**src/rtl/subtrator_serial.sv**
```systemverilog
// Bit-serial two's-complement subtractor: diferenca = a - b, LSB first, WIDTH+1 cycles per result.
// Optional overflow flag port `ovf` is built only when SUBTRATOR_OVF_EN is defined.
module subtrator_serial #(
  parameter int WIDTH = 8
) (
  input  logic             clk,
  input  logic             rst,
  input  logic             start,
  input  logic [WIDTH-1:0] a,
  input  logic [WIDTH-1:0] b,
  output logic             busy,
  output logic             done,
  output logic [WIDTH:0]   diferenca,
`ifdef SUBTRATOR_OVF_EN
  output logic             ovf,
`endif
  output logic             sinal
);

  localparam int CW = $clog2(WIDTH + 1);

  typedef enum logic [1:0] {
    IDLE  = 2'd0,
    SHIFT = 2'd1,
    DONE  = 2'd2
  } state_t;

  state_t          state_reg;
  logic [WIDTH:0]  ra_reg;
  logic [WIDTH:0]  rb_reg;
  logic [WIDTH:0]  acc_reg;
  logic            br_reg;
  logic [CW-1:0]   cnt_reg;

  logic            x_bit;
  logic            y_bit;
  logic            d_bit;
  logic            br_next;
  logic [WIDTH:0]  acc_next;

  // One full-subtractor cell; the accumulator fills from the top so bit 0 lands last.
  always_comb begin
    x_bit    = ra_reg[0];
    y_bit    = rb_reg[0];
    d_bit    = x_bit ^ y_bit ^ br_reg;
    br_next  = (~x_bit & y_bit) | (~(x_bit ^ y_bit) & br_reg);
    acc_next = {d_bit, acc_reg[WIDTH:1]};
  end

  always_ff @(posedge clk) begin
    if (rst) begin
      state_reg <= IDLE;
      ra_reg    <= '0;
      rb_reg    <= '0;
      acc_reg   <= '0;
      br_reg    <= 1'b0;
      cnt_reg   <= '0;
      busy      <= 1'b0;
      done      <= 1'b0;
      diferenca <= '0;
      sinal     <= 1'b0;
`ifdef SUBTRATOR_OVF_EN
      ovf       <= 1'b0;
`endif
    end else begin
      case (state_reg)
        IDLE: begin
          done <= 1'b0;
          if (start) begin
            ra_reg    <= {a[WIDTH-1], a};
            rb_reg    <= {b[WIDTH-1], b};
            acc_reg   <= '0;
            br_reg    <= 1'b0;
            cnt_reg   <= '0;
            busy      <= 1'b1;
            state_reg <= SHIFT;
          end
        end
        SHIFT: begin
          ra_reg  <= ra_reg >> 1;
          rb_reg  <= rb_reg >> 1;
          br_reg  <= br_next;
          acc_reg <= acc_next;
          cnt_reg <= cnt_reg + CW'(1);
          if (cnt_reg == CW'(WIDTH)) begin
            diferenca <= acc_next;
            sinal     <= acc_next[WIDTH];
`ifdef SUBTRATOR_OVF_EN
            ovf       <= acc_next[WIDTH] ^ acc_next[WIDTH-1];
`endif
            busy      <= 1'b0;
            done      <= 1'b1;
            state_reg <= DONE;
          end
        end
        DONE: begin
          done      <= 1'b0;
          state_reg <= IDLE;
        end
        default: begin
          busy      <= 1'b0;
          done      <= 1'b0;
          state_reg <= IDLE;
        end
      endcase
    end
  end

endmodule
```
**config.mk**
```make
export PLATFORM = sky130hd
export DESIGN_NAME = subtrator_serial
export DESIGN_NICKNAME = d
export VERILOG_FILES = /design/src/rtl/subtrator_serial.sv
export SDC_FILE = /design/constraint.sdc
export NUM_CORES = 1
export LEC_CHECK = 0
export ABC_AREA = 1
export CAP_MARGIN = 20
export CORE_UTILIZATION = 47
export CTS_CLUSTER_DIAMETER = 150
export DETAILED_ROUTE_END_ITERATION = 8
export HOLD_SLACK_MARGIN = 0.02
export MAX_ROUTING_LAYER = met4
export PLACE_DENSITY = 0.72
export SLEW_MARGIN = 20
export SYNTH_ARGS = -nofsm -noshare
export SYNTH_HDL_FRONTEND = slang
export SYNTH_SLANG_ARGS = --single-unit
```
**constraint.sdc**
```tcl
create_clock -name clk -period 1.25 [get_ports clk]
set_clock_uncertainty 0.05 [all_clocks]
set_input_delay 0.1875 -clock clk [delete_from_list [all_inputs] [get_ports clk]]
set_output_delay 0.1875 -clock clk [all_outputs]
set_load 0.01 [all_outputs]
```
Yosys cells after proc, flatten, opt, wreduce, memory -nomap -nowiden
Cells that the tools add are included.
{"block": "word_totals", "elab_cells": 48, "reg_bits": 46, "output_inout_bits": 12, "inputBits": 19}
{"block": "classes", "n_addsub": 1, "eq_ne": 5, "bitwise_logic": 9, "n_reduce_logical": 7, "muxes": 16}
{"op": "9-bit case mux with 2 select lines", "n": 3}
{"op": "9-bit two-way mux", "n": 3}
{"op": "4-bit case mux with 2 select lines", "n": 1}
{"op": "2-bit AND reduction", "n": 3}
{"op": "4-bit by 1-bit adder with 4-bit output, second input constant", "n": 1}
{"op": "4-bit == test, second input constant", "n": 1}
{"op": "2-bit two-way mux", "n": 2}
{"op": "4-bit two-way mux", "n": 1}
{"op": "2-bit != test, second input constant", "n": 2}
{"op": "1-bit NOT", "n": 4}
{"op": "2-bit case mux with 2 select lines", "n": 1}
{"op": "1-bit two-way mux", "n": 3}
{"op": "1-bit case mux with 3 select lines", "n": 1}
{"op": "3-bit AND reduction", "n": 1}
{"op": "1-bit AND", "n": 2}
{"op": "2-bit by 1-bit == test with 1-bit output, second input constant", "n": 1}
{"op": "2-bit == test, second input constant", "n": 1}
{"op": "2-bit zero test", "n": 1}
{"op": "1-bit case mux with 2 select lines", "n": 1}
{"op": "2-bit nonzero test", "n": 1}
{"op": "2-bit OR reduction", "n": 1}
{"op": "1-bit XOR", "n": 2}
{"op": "1-bit bitwise OR", "n": 1}

Depth between registers and ports, before layout
Gate-level depths: netlist of the first run.
{"block": "depth", "depth_word": 5, "depth_mapped": 9}

Least setup slack after synthesis of the first run
No wires, ideal clock.
{"block": "synth_path", "kind": "reg2reg", "from": "register cnt_reg[0]", "to": "register diferenca[1]", "required_time_ns": 1.087, "slack_ns": 0.012, "setup_ns": 0.113, "path_buffers": 1, "synth_period_minus_slack_ns": 1.238, "stages_incl_launch_ff": 9, "arrival_time_ns": 1.075, "path_cell_list": "dfxtp_1 > inv_1 > ha_1 > nand2_1 > nor2_2 > nand2_2 > buf_6 > nor2_1 > nor2_1"}
{"block": "synth_via", "elab_chain_cells": 2}
{"item": "start, declared", "line_no": "33", "rtl": "logic [CW-1:0] cnt_reg;"}
{"item": "start signal, assigned", "line_no": "84", "rtl": "cnt_reg <= cnt_reg + CW'(1);"}
{"item": "4-bit == test", "line_no": "85", "rtl": "if (cnt_reg == CW'(WIDTH)) begin"}
{"item": "2-bit AND reduction (no source line)"}
{"item": "end signal, assigned", "line_no": "86", "rtl": "diferenca <= acc_next;"}
{"item": "end, declared", "line_no": "13", "rtl": "output logic [WIDTH:0] diferenca,"}
Every way passes these cells.
A chain may end at the register's enable or synchronous reset.

Worst setup path after layout of the first run
{"block": "layout_path", "from": "register br_reg", "to": "register diferenca[8]"}
{"block": "layout_via", "elab_chain_cells": 1}
{"item": "start, declared", "line_no": "32", "rtl": "logic br_reg;"}
{"item": "start signal, assigned", "line_no": "82", "rtl": "br_reg <= br_next;"}
{"item": "1-bit XOR", "line_no": "45", "rtl": "d_bit = x_bit ^ y_bit ^ br_reg;"}
Every way passes these cells.

==> flow_metrics.py, run 1 <==
metrics = {
    "drt": {
        "routed_via_density": 4.65,
        "ant_nets": 0,
        "wl_met2_mm": 1.97,
        "m1WireLength_mm": 1.88,
        "route.met3.wl_um": 135,
        "dr.pass1.iters": 4,
        "vias": 1767,
        "drt-wirelength-per-cell_um": 10.6,
        "highest_layer": "met4",
        "routed_wirelength_mm": 4.04,
        "drtIter0Drc": 70,
        "drc": 0,
    },
    "finish": {
        "fill_cells": 379,
        "drive_gt1_frac": 0.155,
        "area_delta_synth_final_pct": 29.6,
        "layout_commonest_cell": "nand2_1",
        "diodes": 0,
        "layout_common_cells": "nand2_1 (74), nor2_1 (65), dfxtp_1 (39)",
        "nets": 351,
        "utilization": 0.635,
    },
    "critical_path": {
        "required_ns": 1.41,
        "critPathTopFamily": "adder cells",
        "start_kind": "flop",
        "slowest_stage": "fa_1",
        "cpPeakStageDelay_ns": 0.56,
        "ff2ff_setup_slack_ns": 0.03,
        "crit_chain": "fa_1 -> nand3_1 -> nand2_1 -> nor2_1",
        "worst-path-buf-inv": 0,
        "worstSetupEndpointType": "flop",
        "cp_max_fo": 2,
        "critical_path_class": "flop to flop",
        "arrival_ns": 1.38,
    },
    "timing": {
        "period_share": 0.979,
        "finalHoldViolations": 0,
        "hold_ws_ns": 0.410,
        "setup_viol": 0,
        "rsz0062_at_grt": "yes",
        "worst_pin_slew_ns": 0.243,
        "finalCriticalPeriod_ns": 1.22,
        "slew_viol_final": 0,
        "relSlewSlack": 0.838,
        "fmax_ghz": 0.818,
    },
    "clock_network": {
        "cts.clk_slew.worst_paths_ns": 0.08,
        "insertion_delay_ns": 0.30,
        "numCtsBuffers": 5,
        "cts_root_buffer": "clkbuf_8",
        "postCtsSetupBuffers": 0,
        "holdBufCountCts": 0,
        "clock_path_buffers": 2,
        "cts_tree": "yes",
        "clkSinkCount": 44,
        "h-tree-depth": 2,
    },
    "power_and_ir_drop": {
        "pwr-share-comb": 0.142,
        "power_density_mw_per_mm2": 1110,
        "vdd.ir_drop.worst_v": 0.000781,
        "leakagePower_nw": 1.18,
        "power_frac_clock": 0.334,
        "seqPwrFrac": 0.524,
        "power_mw": 2.82,
        "p_sw_frac": 0.259,
        "p_switching_mw": 0.730,
        "p_int_mw": 2.09,
    },
    "placement": {
        "io_buffers": 30,
        "gp_congestion": 0.752,
        "hpwl_mm": 2.79,
    },
    "grt": {
        "grt_max_degree": 22,
        "grt_use_total": 0.204,
        "grt_pass1_wl_mm": 6.53,
        "grt-ovfl-total": 0,
        "antenna_found_initial": 0,
        "first_global_vias": 1480,
    },
    "synthesis": {
        "postSynthAreaPerCell_sq_um": 6.88,
        "synth-seq-area-share": 0.449,
        "synthesis.nets": 307,
        "syn-cell-area_sq_mm": 0.00196,
        "yosys_warnings": 0,
        "synth_compound_area_frac": 0.0479,
        "synth_fa_ha_area_frac": 0.0230,
        "yosys.area_share.simple": 0.373,
        "syn_inst": 285,
        "netlist-cell-type-count": 20,
        "synthMuxAreaShare": 0,
        "yosys.area_share.xor_xnor": 0,
        "ys_ff_latch": 44,
        "synth_top_family_by_area": "simple AND/OR/NAND/NOR gates",
    },
    "die": {
        "core_sq_mm": 0.00400,
        "die_h_um": 66.6,
        "dieArea_sq_mm": 0.00443,
        "die_x_um": 66.6,
        "row_count": 23,
        "initial_core_util": 0.490,
        "ioPinCount": 31,
    },
    "worst_hold_path": {
        "hold_path_class": "flop to flop",
    },
    "status": {
        "outcome": "completed",
    },
    "flow_run": {
        "drv_cap": 0,
    },
}
[final cells by class]
cell class | instances | area, sq um | share of cell area
Multi-Input combinational cell | 197 | 918 | 0.361
Clock inverter | 1 | 7.51 | 0.00295
Inverter | 30 | 113 | 0.0443
Clock buffer | 7 | 86.3 | 0.0340
Tap cell | 50 | 62.6 | 0.0246
Timing Repair Buffer | 51 | 467 | 0.184
Sequential cell | 44 | 887 | 0.349
[power by group through the flow]
stage | clock [mW] | sequential (mW) | combinational [mW]
floorplan | 0 | 1.51 | 0.225
detailed placement | 0 | 1.51 | 0.378
CTS | 0.960 | 1.48 | 0.378
global placement | 0 | 1.51 | 0.375
finish | 0.944 | 1.48 | 0.401
global route | 1.02 | 1.48 | 0.447
[cells in the mapped netlist]
cell | instances | share of area
nand2_1 | 77 | 0.15
nor2_1 | 67 | 0.13
dfxtp_1 | 44 | 0.45
inv_1 | 28 | 0.054
nand3_1 | 23 | 0.059
o22ai_1 | 7 | 0.022
a21oi_1 | 6 | 0.015
buf_2 | 6 | 0.015
buf_6 | 4 | 0.023
o21ai_0 | 4 | 0.010
nand2_2 | 3 | 0.0096
nor2_2 | 3 | 0.0096
buf_4 | 2 | 0.0077
clkbuf_1 | 2 | 0.0038
ha_1 | 2 | 0.013
inv_2 | 2 | 0.0038
nand3b_1 | 2 | 0.0077
fa_1 | 1 | 0.010
nand2_4 | 1 | 0.0057
nor2_4 | 1 | 0.0057
[cells by family after synthesis]
group,count (synthesis)
buf+inv,44
flops,44
compound gates,17
simple gates,177
fa+ha+maj,3
[worst paths after layout]
| path | endpoint | startpoint | cells after the start |
|---|---|---|---|
| setup reg to reg | diferenca[8] | br_reg | 4 |
| hold / removal | ra_reg[2] | ra_reg[3] | 2 |
| setup / recovery | diferenca[8] | br_reg | 4 |
| hold reg to reg | ra_reg[2] | ra_reg[3] | 2 |
[worst register-to-register path, stage by stage, from the launching register on]
cell and delay (ns):
dfxtp_2 0.34, fa_1 0.56, nand3_1 0.08, nand2_1 0.06, nor2_1 0.04
[layer usage]
metal / up-vias / track usage
met2: 28 / 0.319
met1: 768 / 0.242
li1: 964 / -
met3: 7 / 0.0616
met5: - / -
met4: 0 / 0.0878
[through the flow]
stage / TNS [ns] / instances / setup slack (ns) / instance area, sq um
floorplan: 0 / 285 / 0.0122 / 1960
global placement: -2.97 / 372 / -0.137 / 2400
detailed placement: -3.49 / 372 / -0.164 / 2400
CTS: 0 / 380 / 0.00854 / 2470
global route: -0.0272 / 380 / -0.0240 / 2540
finish: 0 / 380 / 0.0268 / 2540
[timing repair]
action / CTS / global route
resized for setup: 12 / 22
cloned: 0 / 1
endpoints found under the setup margin: 13 / 32
pin swaps: 1 / 2
Power figures use the tool's default switching activity.
==> inputs of run 2 (changes only) <==
CELL_PAD_IN_SITES_DETAIL_PLACEMENT = 2   (was unset)
CELL_PAD_IN_SITES_GLOBAL_PLACEMENT = 2   (was unset)
CORE_UTILIZATION = 26   (was 47)
==> run 2 against run 1 <==
The flow now finishes with violations (negative setup slack); largest power group unchanged; clock power grew 25%; non-clock buffer count grew 11; sequential cell count is the same; register-to-register slack lost 0.15 ns; design area grew 15%; sequential power is essentially flat; combinational power grew 39%; global-route usage shrank 3.2 points; via count grew 14%; final cell count grew 17%; critical endpoint is now ra_reg[0]; critical path depth grew 3; routed wire length grew 67%.
==> flow_metrics.py, run 2 (synthesis results as in run 1) <==
metrics = {
    "status": {
        "outcome": "complete, but fails checks",
        "violations": "negative setup slack",
    },
    "die": {
        "die_h_um": 88.8,
        "core_sq_mm": 0.00725,
        "row_count": 31,
        "initial_core_util": 0.270,
        "die_x_um": 88.8,
        "dieArea_sq_mm": 0.00789,
        "ioPinCount": 31,
    },
    "power_and_ir_drop": {
        "power_density_mw_per_mm2": 1100,
        "vdd.ir_drop.worst_v": 0.000409,
        "power_mw": 3.22,
        "pwr-share-comb": 0.173,
        "p_int_mw": 2.31,
        "p_sw_frac": 0.282,
        "power_frac_clock": 0.365,
        "leakagePower_nw": 1.34,
        "seqPwrFrac": 0.462,
        "p_switching_mw": 0.908,
    },
    "placement": {
        "dp.cells": 423,
        "io_buffers": 30,
        "hpwl_mm": 4.02,
        "gp_congestion": 0.735,
        "dpl_worst_slack_ns": -0.238,
    },
    "timing": {
        "finalCriticalPeriod_ns": 1.37,
        "period_share": 1.10,
        "slew_viol_final": 0,
        "hold_ws_ns": 0.434,
        "fmax_ghz": 0.731,
        "rsz0062_at_grt": "yes",
        "setup_viol": 22,
        "worst_pin_slew_ns": 0.272,
        "fin_ws_ns": -0.119,
        "finalHoldViolations": 0,
        "relSlewSlack": 0.818,
    },
    "grt": {
        "use_met3": 0.0299,
        "gr-usage-met1": 0.189,
        "grt-ovfl-total": 0,
        "busiest_layer": "met2",
        "antenna_found_initial": 0,
        "grt_use_met2": 0.310,
        "first_global_vias": 2100,
        "grt_max_degree": 25,
        "grt_pass1_wl_mm": 9.97,
        "grt_use_total": 0.172,
    },
    "drt": {
        "drc": 0,
        "vias": 2022,
        "ant_nets": 0,
        "routed_via_density": 4.56,
        "dr.pass1.iters": 4,
        "drt-wirelength-per-cell_um": 15.2,
        "routed_wirelength_mm": 6.75,
        "drtIter0Drc": 37,
    },
    "critical_path": {
        "start_kind": "flop",
        "arrival_ns": 1.56,
        "critical_path_class": "flop to flop",
        "required_ns": 1.44,
        "cp_max_fo": 6,
        "worstSetupEndpointType": "flop",
        "reg2regPathDepth": 7,
    },
    "clock_network": {
        "cts_root_buffer": "clkbuf_8",
        "cts.clk_slew.worst_paths_ns": 0.10,
        "holdBufCountCts": 0,
        "cts_tree": "yes",
        "insertion_delay_ns": 0.31,
        "clock_path_buffers": 2,
        "clkSinkCount": 44,
        "numCtsBuffers": 5,
        "h-tree-depth": 2,
    },
    "finish": {
        "layout_commonest_cell": "nor2_1",
        "drive_gt1_frac": 0.265,
        "layout_common_cells": "nor2_1 (64), nand2_1 (59), dfxtp_1 (40)",
        "nets": 365,
        "area_delta_synth_final_pct": 49.6,
        "fin_cells": 443,
        "diodes": 0,
    },
    "worst_hold_path": {
        "min_path_cells": 2,
        "hold_path_class": "flop to flop",
    },
    "flow_run": {
        "drv_cap": 0,
    },
}
[run 2: repair_timing]
item                                    in CTS  in global routing
endpoints found under the setup margin      46                 34
buffers inserted                             2                  4
endpoints found under the hold margin        0                  0
pin swaps                                    7                 25
gates cloned                                 1                  5
gates resized for setup                     27                 49
[run 2: per-stage QoR]
stage,TNS (ns),utilization,instance area [sq um]
after floorplan,0,-,1960
after global placement,-4.50,0.341,2470
after detailed placement,-5.86,0.341,2470
after CTS,-0.101,0.367,2660
after global routing,-2.40,0.404,2930
final,-0.658,0.404,2930
[run 2: power by group through the flow]
| stage | sequential (mW) | combinational (mW) | clock [mW] |
|---|---|---|---|
| after floorplan | 1.51 | 0.225 | 0 |
| after global placement | 1.51 | 0.403 | 0 |
| after detailed placement | 1.51 | 0.411 | 0 |
| after CTS | 1.48 | 0.447 | 1.21 |
| after global routing | 1.49 | 0.614 | 1.26 |
| final | 1.49 | 0.558 | 1.18 |
[run 2: worst paths after layout]
check                                    end         start  slack [ns]
worst min register to register  diferenca[3]  diferenca[3]        0.43
worst max-delay path               ra_reg[0]  state_reg[1]       -0.12
worst min-delay path            diferenca[3]  diferenca[3]        0.43
worst max register to register     ra_reg[0]  state_reg[1]       -0.12
[run 2: critical path: stages, from the launching register on]
cell and delay, ns:
dfxtp_4 0.36, buf_6 0.11, nor2_4 0.24, clkbuf_16 0.22, nand2_1 0.06, nand2_1 0.07
nor2_1 0.05, nor2_1 0.12
[run 2: layout make-up]
class / count / area (sq um)
fillers: 830 / 4320
repair buffers: 62 / 604
clock inverters: 3 / 46.3
multi-input cells: 200 / 1080
clock buffers: 5 / 68.8
well taps: 99 / 124
flip-flops and latches: 44 / 891
inverters: 30 / 118
[run 2: layer usage]
layer,share of wire,vias to the layer above
met5,0,-
met4,0.016,0
met3,0.023,7
met2,0.54,30
met1,0.42,996
li1,-,989
